--- src/rtl/mc_cpu_core.sv ---
// rtl/mc_cpu_core.sv - multi-cycle MIPS-style core with handshaked instruction and data ports
// One instruction at a time walks FETCH/DECODE/EXEC/(MEM)/(WB); HALT is left only via reset.
module mc_cpu_core #(
    parameter int DATA_W   = 32,
    parameter int NREGS    = 32,
    parameter int ADDR_W   = 12,
    parameter int RESET_PC = 0
) (
    input  logic              clk,
    input  logic              rst_n,
    output logic              imem_req,
    output logic [ADDR_W-1:0] imem_addr,
    input  logic [31:0]       imem_rdata,
    input  logic              imem_valid,
    output logic              dmem_req,
    output logic              dmem_we,
    output logic [ADDR_W-1:0] dmem_addr,
    output logic [DATA_W-1:0] dmem_wdata,
    input  logic [DATA_W-1:0] dmem_rdata,
    input  logic              dmem_ready,
    output logic              retire,
    output logic              halted,
    output logic              illegal,
    output logic [ADDR_W-1:0] pc,
    input  logic [4:0]        dbg_raddr,
    output logic [DATA_W-1:0] dbg_rdata
);

    localparam int RW = $clog2(NREGS);

    localparam logic [5:0] OP_R    = 6'h00;
    localparam logic [5:0] OP_LI   = 6'h0F;
    localparam logic [5:0] OP_LW   = 6'h23;
    localparam logic [5:0] OP_SW   = 6'h2B;
    localparam logic [5:0] OP_BEQ  = 6'h04;
    localparam logic [5:0] OP_BNE  = 6'h05;
    localparam logic [5:0] OP_J    = 6'h02;
    localparam logic [5:0] OP_HALT = 6'h3F;

    localparam logic [5:0] F_SLL = 6'h00;
    localparam logic [5:0] F_SRL = 6'h02;
    localparam logic [5:0] F_ADD = 6'h20;
    localparam logic [5:0] F_SUB = 6'h22;
    localparam logic [5:0] F_AND = 6'h24;
    localparam logic [5:0] F_OR  = 6'h25;
    localparam logic [5:0] F_XOR = 6'h26;
    localparam logic [5:0] F_SLT = 6'h2A;

    typedef enum logic [2:0] {
        S_FETCH,
        S_DECODE,
        S_EXEC,
        S_MEM,
        S_WB,
        S_HALT
    } state_t;

    state_t              r_state;
    state_t              w_next;
    logic [ADDR_W-1:0]   r_pc;
    logic [31:0]         r_ir;
    logic [DATA_W-1:0]   r_a;
    logic [DATA_W-1:0]   r_b;
    logic [DATA_W-1:0]   r_result;
    logic [RW-1:0]       r_dest;
    logic [ADDR_W-1:0]   r_dmem_addr;
    logic                r_dmem_we;
    logic [DATA_W-1:0]   r_dmem_wdata;
    logic                r_retire;
    logic                r_illegal;
    logic [DATA_W-1:0]   r_regs [NREGS];

    logic [5:0]          w_op;
    logic [5:0]          w_funct;
    logic [4:0]          w_shamt;
    logic [15:0]         w_imm;
    logic [RW-1:0]       w_rs;
    logic [RW-1:0]       w_rt;
    logic [RW-1:0]       w_rd;
    logic [RW-1:0]       w_dbg_idx;
    logic [ADDR_W-1:0]   w_imm_a;
    logic [ADDR_W-1:0]   w_pc_inc;
    logic [ADDR_W-1:0]   w_pc_br;
    logic [ADDR_W-1:0]   w_ea;
    logic                w_br_taken;
    logic [DATA_W-1:0]   w_alu;
    logic [DATA_W-1:0]   w_result;
    logic                w_funct_ok;
    logic                w_legal;
    logic                w_retire;
    logic                w_illegal_set;
    logic                w_pc_we;
    logic [ADDR_W-1:0]   w_pc_nxt;
    logic                w_rf_we;

    assign w_op      = r_ir[31:26];
    assign w_funct   = r_ir[5:0];
    assign w_shamt   = r_ir[10:6];
    assign w_imm     = r_ir[15:0];
    assign w_rs      = r_ir[21 +: RW];
    assign w_rt      = r_ir[16 +: RW];
    assign w_rd      = r_ir[11 +: RW];
    assign w_dbg_idx = dbg_raddr[RW-1:0];

    // Offsets are sign-extended straight to the address width so every address wraps mod 2^ADDR_W.
    assign w_imm_a    = ADDR_W'($signed(w_imm));
    assign w_pc_inc   = r_pc + ADDR_W'(1);
    assign w_pc_br    = w_pc_inc + w_imm_a;
    assign w_ea       = r_a[ADDR_W-1:0] + w_imm_a;
    assign w_br_taken = (w_op == OP_BEQ) ? (r_a == r_b) : (r_a != r_b);

    always_comb begin
        w_alu      = '0;
        w_funct_ok = 1'b1;
        case (w_funct)
            F_ADD:   w_alu = r_a + r_b;
            F_SUB:   w_alu = r_a - r_b;
            F_AND:   w_alu = r_a & r_b;
            F_OR:    w_alu = r_a | r_b;
            F_XOR:   w_alu = r_a ^ r_b;
            F_SLT:   w_alu = DATA_W'($signed(r_a) < $signed(r_b));
            F_SLL:   w_alu = r_b << w_shamt;
            F_SRL:   w_alu = r_b >> w_shamt;
            default: w_funct_ok = 1'b0;
        endcase
    end

    assign w_result = (w_op == OP_LI) ? DATA_W'(w_imm) : w_alu;

    always_comb begin
        case (w_op)
            OP_R:                                        w_legal = w_funct_ok;
            OP_LI, OP_LW, OP_SW, OP_BEQ, OP_BNE, OP_J, OP_HALT: w_legal = 1'b1;
            default:                                     w_legal = 1'b0;
        endcase
    end

    always_ff @(posedge clk or negedge rst_n) begin
        if (!rst_n) begin
            r_state <= S_FETCH;
        end else begin
            r_state <= w_next;
        end
    end

    always_comb begin
        w_next        = r_state;
        w_retire      = 1'b0;
        w_illegal_set = 1'b0;
        w_pc_we       = 1'b0;
        w_pc_nxt      = w_pc_inc;
        w_rf_we       = 1'b0;
        case (r_state)
            S_FETCH: begin
                if (imem_valid) begin
                    w_next = S_DECODE;
                end
            end
            S_DECODE: w_next = S_EXEC;
            S_EXEC: begin
                if (!w_legal) begin
                    w_illegal_set = 1'b1;
                    w_next        = S_HALT;
                end else begin
                    case (w_op)
                        OP_LW, OP_SW: w_next = S_MEM;
                        OP_BEQ, OP_BNE: begin
                            w_pc_we  = 1'b1;
                            w_pc_nxt = w_br_taken ? w_pc_br : w_pc_inc;
                            w_retire = 1'b1;
                            w_next   = S_FETCH;
                        end
                        OP_J: begin
                            w_pc_we  = 1'b1;
                            w_pc_nxt = r_ir[ADDR_W-1:0];
                            w_retire = 1'b1;
                            w_next   = S_FETCH;
                        end
                        OP_HALT: begin
                            w_retire = 1'b1;
                            w_next   = S_HALT;
                        end
                        default: w_next = S_WB;
                    endcase
                end
            end
            S_MEM: begin
                if (dmem_ready) begin
                    if (r_dmem_we) begin
                        w_pc_we  = 1'b1;
                        w_retire = 1'b1;
                        w_next   = S_FETCH;
                    end else begin
                        w_next = S_WB;
                    end
                end
            end
            S_WB: begin
                w_rf_we  = 1'b1;
                w_pc_we  = 1'b1;
                w_retire = 1'b1;
                w_next   = S_FETCH;
            end
            default: w_next = S_HALT;
        endcase
    end

    always_ff @(posedge clk or negedge rst_n) begin
        if (!rst_n) begin
            r_pc         <= ADDR_W'(RESET_PC);
            r_ir         <= '0;
            r_a          <= '0;
            r_b          <= '0;
            r_result     <= '0;
            r_dest       <= '0;
            r_dmem_addr  <= '0;
            r_dmem_we    <= 1'b0;
            r_dmem_wdata <= '0;
            r_retire     <= 1'b0;
            r_illegal    <= 1'b0;
            for (int i = 0; i < NREGS; i++) begin
                r_regs[i] <= '0;
            end
        end else begin
            if (r_state == S_FETCH && imem_valid) begin
                r_ir <= imem_rdata;
            end
            if (r_state == S_DECODE) begin
                r_a <= r_regs[w_rs];
                r_b <= r_regs[w_rt];
            end
            if (r_state == S_EXEC) begin
                r_result <= w_result;
                r_dest   <= (w_op == OP_R) ? w_rd : w_rt;
                if (w_op == OP_LW || w_op == OP_SW) begin
                    r_dmem_addr  <= w_ea;
                    r_dmem_we    <= (w_op == OP_SW);
                    r_dmem_wdata <= r_b;
                end
            end
            if (r_state == S_MEM && dmem_ready && !r_dmem_we) begin
                r_result <= dmem_rdata;
            end
            // r0 is never written, so it stays at its reset value of zero.
            if (w_rf_we && r_dest != '0) begin
                r_regs[r_dest] <= r_result;
            end
            if (w_pc_we) begin
                r_pc <= w_pc_nxt;
            end
            r_retire <= w_retire;
            if (w_illegal_set) begin
                r_illegal <= 1'b1;
            end
        end
    end

    // FETCH is the reset state, so the fetch request is also masked by reset itself.
    assign imem_req   = (r_state == S_FETCH) && rst_n;
    assign imem_addr  = r_pc;
    assign dmem_req   = (r_state == S_MEM);
    assign dmem_we    = r_dmem_we;
    assign dmem_addr  = r_dmem_addr;
    assign dmem_wdata = r_dmem_wdata;
    assign retire     = r_retire;
    assign halted     = (r_state == S_HALT);
    assign illegal    = r_illegal;
    assign pc         = r_pc;
    assign dbg_rdata  = (w_dbg_idx == '0) ? '0 : r_regs[w_dbg_idx];

endmodule

--- config.mk ---
export PLATFORM = sky130hd
export DESIGN_NAME = mc_cpu_core
export DESIGN_NICKNAME = d
export VERILOG_FILES = /design/src/rtl/mc_cpu_core.sv
export SDC_FILE = /design/constraint.sdc
export NUM_CORES = 2
export LEC_CHECK = 0
export BUFFER_PORTS_ARGS = -buffer_cell sky130_fd_sc_hd__buf_2
export CORE_UTILIZATION = 45
export CTS_BUF_LIST = sky130_fd_sc_hd__clkbuf_8
export CTS_CLUSTER_DIAMETER = 30
export CTS_CLUSTER_SIZE = 25
export DETAILED_ROUTE_END_ITERATION = 7
export PLACE_DENSITY = 0.59
export SKIP_CTS_REPAIR_TIMING = 1
export SLEW_MARGIN = 20
export SYNTH_ARGS = -nofsm -noshare
export SYNTH_HDL_FRONTEND = slang
export SYNTH_SLANG_ARGS = --single-unit
--- constraint.sdc ---
create_clock -name clk -period 3.5 [get_ports clk]
set_clock_uncertainty 0.05 [all_clocks]
set_input_delay 0.525 -clock clk [delete_from_list [all_inputs] [get_ports clk]]
set_output_delay 0.525 -clock clk [all_outputs]
set_load 0.03 [all_outputs]
==> flow_metrics.tcl <==
set metrics [dict create \
    synth_ff_type "dfrtp_1" \
    nNetsFinal 6692 \
    layout_commonest_cell "dfrtp_1" \
    die_y_um 423 \
    clockBufferDepth 4 \
    dpl.hpwl_um 195000 \
    syn2layout_area_growth_pct 19.9 \
    routabilityCongestion 1.01 \
    synth.distinct_cells 98 \
    dp_worst_setup_slack_ps -68.0 \
    top_level_ports 179 \
    finalHoldViolCount 0 \
    dieWidth_um 423 \
    crit_path_start "r_regs[254]" \
    initial_core_util_pct 45.3 \
    grt_use_total_pct 32.8 \
    worst_setup_hold_path_clk_slew_ps 60 \
    drive_above_1_share_pct 51.6 \
    wl_per_cell_um 32.4 \
    grt_pass1_wl_um 428000 \
    h-tree-depth 5 \
    root_buffer "clkbuf_8" \
    rr_endpoint "r_result[28]" \
    drv_cap 0 \
    instances_no_fill 9060 \
    io_buffers 178 \
    syn_area_um2 79800 \
    syn_inst 5949 \
    cts_tree "done" \
    fin_hold_ws_ps 58.9 \
    whs_path_depth 4 \
    synth_seq_area_share_pct 38.2 \
    via_per_inst 6.57 \
    total_power_mw 84.7 \
    avgSynthCellArea_um2 13.4 \
    ant_nets 0 \
    vdd_ir_drop_max_uv 564 \
    end_kind "primary output" \
    dieArea_um2 179000 \
    core_um2 176000 \
    num_vias 59500 \
    cp_data_arrival_time_ps 3120 \
    fmax_mhz 271 \
    setup_viol 20 \
    synth-edff-count 0 \
    period_needed_ps 3690 \
    r2r_slack_ps 100 \
    worst_pin_slew_ps 1180 \
    antenna_found_initial 12 \
    clock_sinks 1219 \
    setup.worst_path.start_class "register" \
    crit_fanout 4 \
    routed_wl_um 294000 \
    synth_seq_cells 1219 \
    worstReg2RegStart "r_ir[6]" \
    p_leak_nw 42.6 \
    hp-class "primary input to register" \
    grt_start_max_net_pins 165 \
    overflow 0 \
    async_reset_ff_share_pct 100 \
    setup_ws_ps -194 \
    num_rows 154 \
    powerDensity_nw_per_um2 886 \
    grt_pass1_vias 60100 \
    outcome "complete, but fails checks" \
    worstPathRequired_ps 2920 \
    dp_cells 8404 \
    rsz0062_at_grt "yes" \
    synth_nets 6163 \
    fill_cells 14600 \
    final_cell_mix "dfrtp_1, mux2_2, mux4_2" \
    fin_setup_tns_ps -1400 \
    synth_warnings 0 \
    reg2reg_depth 11 \
    first_pass_iters 8 \
    path_class "register to primary output" \
    finalCritPeriodShare_pct 106 \
    maxSlewViolCount 0 \
    crit_path_end "dbg_rdata[30]" \
    numCtsBuffers 320 \
    slew_headroom_pct 21.4 \
    drc_errors 4 \
    drtIter0Drc 6423 \
    clk-insertion-delay-late_ps 1030 \
    violations "design-rule violations, negative setup slack" \
]
metal layers:
metal	track usage, %	share of wire, %	vias up
met5	0	0.021	-
met4	16.3	5.5	10
met3	7.24	8.2	771
met2	51.3	47	2976
met1	43.2	39	31400
li1	-	-	24300
critical path, cell delays in order, from the launching register on:
cell     delay (ps)
dfrtp_1         420
mux4_2          520
mux4_2          510
mux2i_1         220
buf_4           200
nor2_4           50
buf_6           150
layout make-up:
type	instances	area (µm²)	share of cell area, %
multi-input cells	3977	46800	48.9
clock inverters	190	2250	2.35
well taps	2340	2930	3.06
inverters	117	439	0.459
clock buffers	369	5080	5.31
flip-flops and latches	1219	30600	32.0
diodes	5	12.5	0.0131
repair buffers	843	7590	7.94
state kept, by name (all words and copies together), names as in the netlist:
register and flops:
r_regs 1024, retire 1, r_result 32, r_ir 32
dmem_wdata 32, illegal 1, dmem_we 1, r_a 32
r_state 3, r_dest 5, imem_addr 12, dmem_addr 12
r_b 32
power by group:
group	leakage [nW]	internal [mW]	switching [mW]
Sequential	16.6	17.2	4.66
Combinational	22.2	18.9	23.2
Clock	3.76	13.1	7.77
cell usage after synthesis (52+ instances only):
library cell / number / share of area, %
ha_1: 137 / 2.1
nor3_1: 53 / 0.33
nand2_1: 249 / 1.2
o21ai_0: 188 / 1.2
inv_1: 115 / 0.54
mux2i_1: 169 / 2.1
buf_2: 52 / 0.33
clkbuf_1: 452 / 2.1
mux2_2: 1026 / 14
a21oi_1: 259 / 1.6
nor2_1: 327 / 1.5
mux4_2: 979 / 28
buf_1: 104 / 0.49
dfrtp_1: 1219 / 38
nand3_1: 60 / 0.38
stage by stage:
| step | utilization (%) | instance area [µm²] |
|---|---|---|
| final | 54.3 | 95600 |
| after global routing | 54.3 | 95600 |
| after CTS | 53.6 | 94400 |
| after detailed placement | 49.4 | 87100 |
| after global placement | 49.4 | 87100 |
| after floorplan | - | 79800 |
worst min-delay path by stage:
stage,to,slack (ps),from
floorplan,dmem_addr[0],180,rst_n
global placement,r_regs[994],340,r_regs[994]
detailed placement,r_regs[1016],350,r_regs[1016]
CTS,dmem_wdata[27],-710,rst_n
global route,r_result[9],20,dmem_rdata[9]
finish,r_result[9],60,dmem_rdata[9]
cells by family after synthesis:
kind of cell	Yosys count	share of synthesized area, %
and+or+nand+nor	841	4.71
DFF	1219	38.2
adders and majority gates	141	2.25
buffers and inverters	753	3.80
xor gates and xnor gates	42	0.461
muxes	2182	44.5
AOI/OAI and AO/OA	771	6.09
No activity file was read; power rests on OpenSTA's default activity.
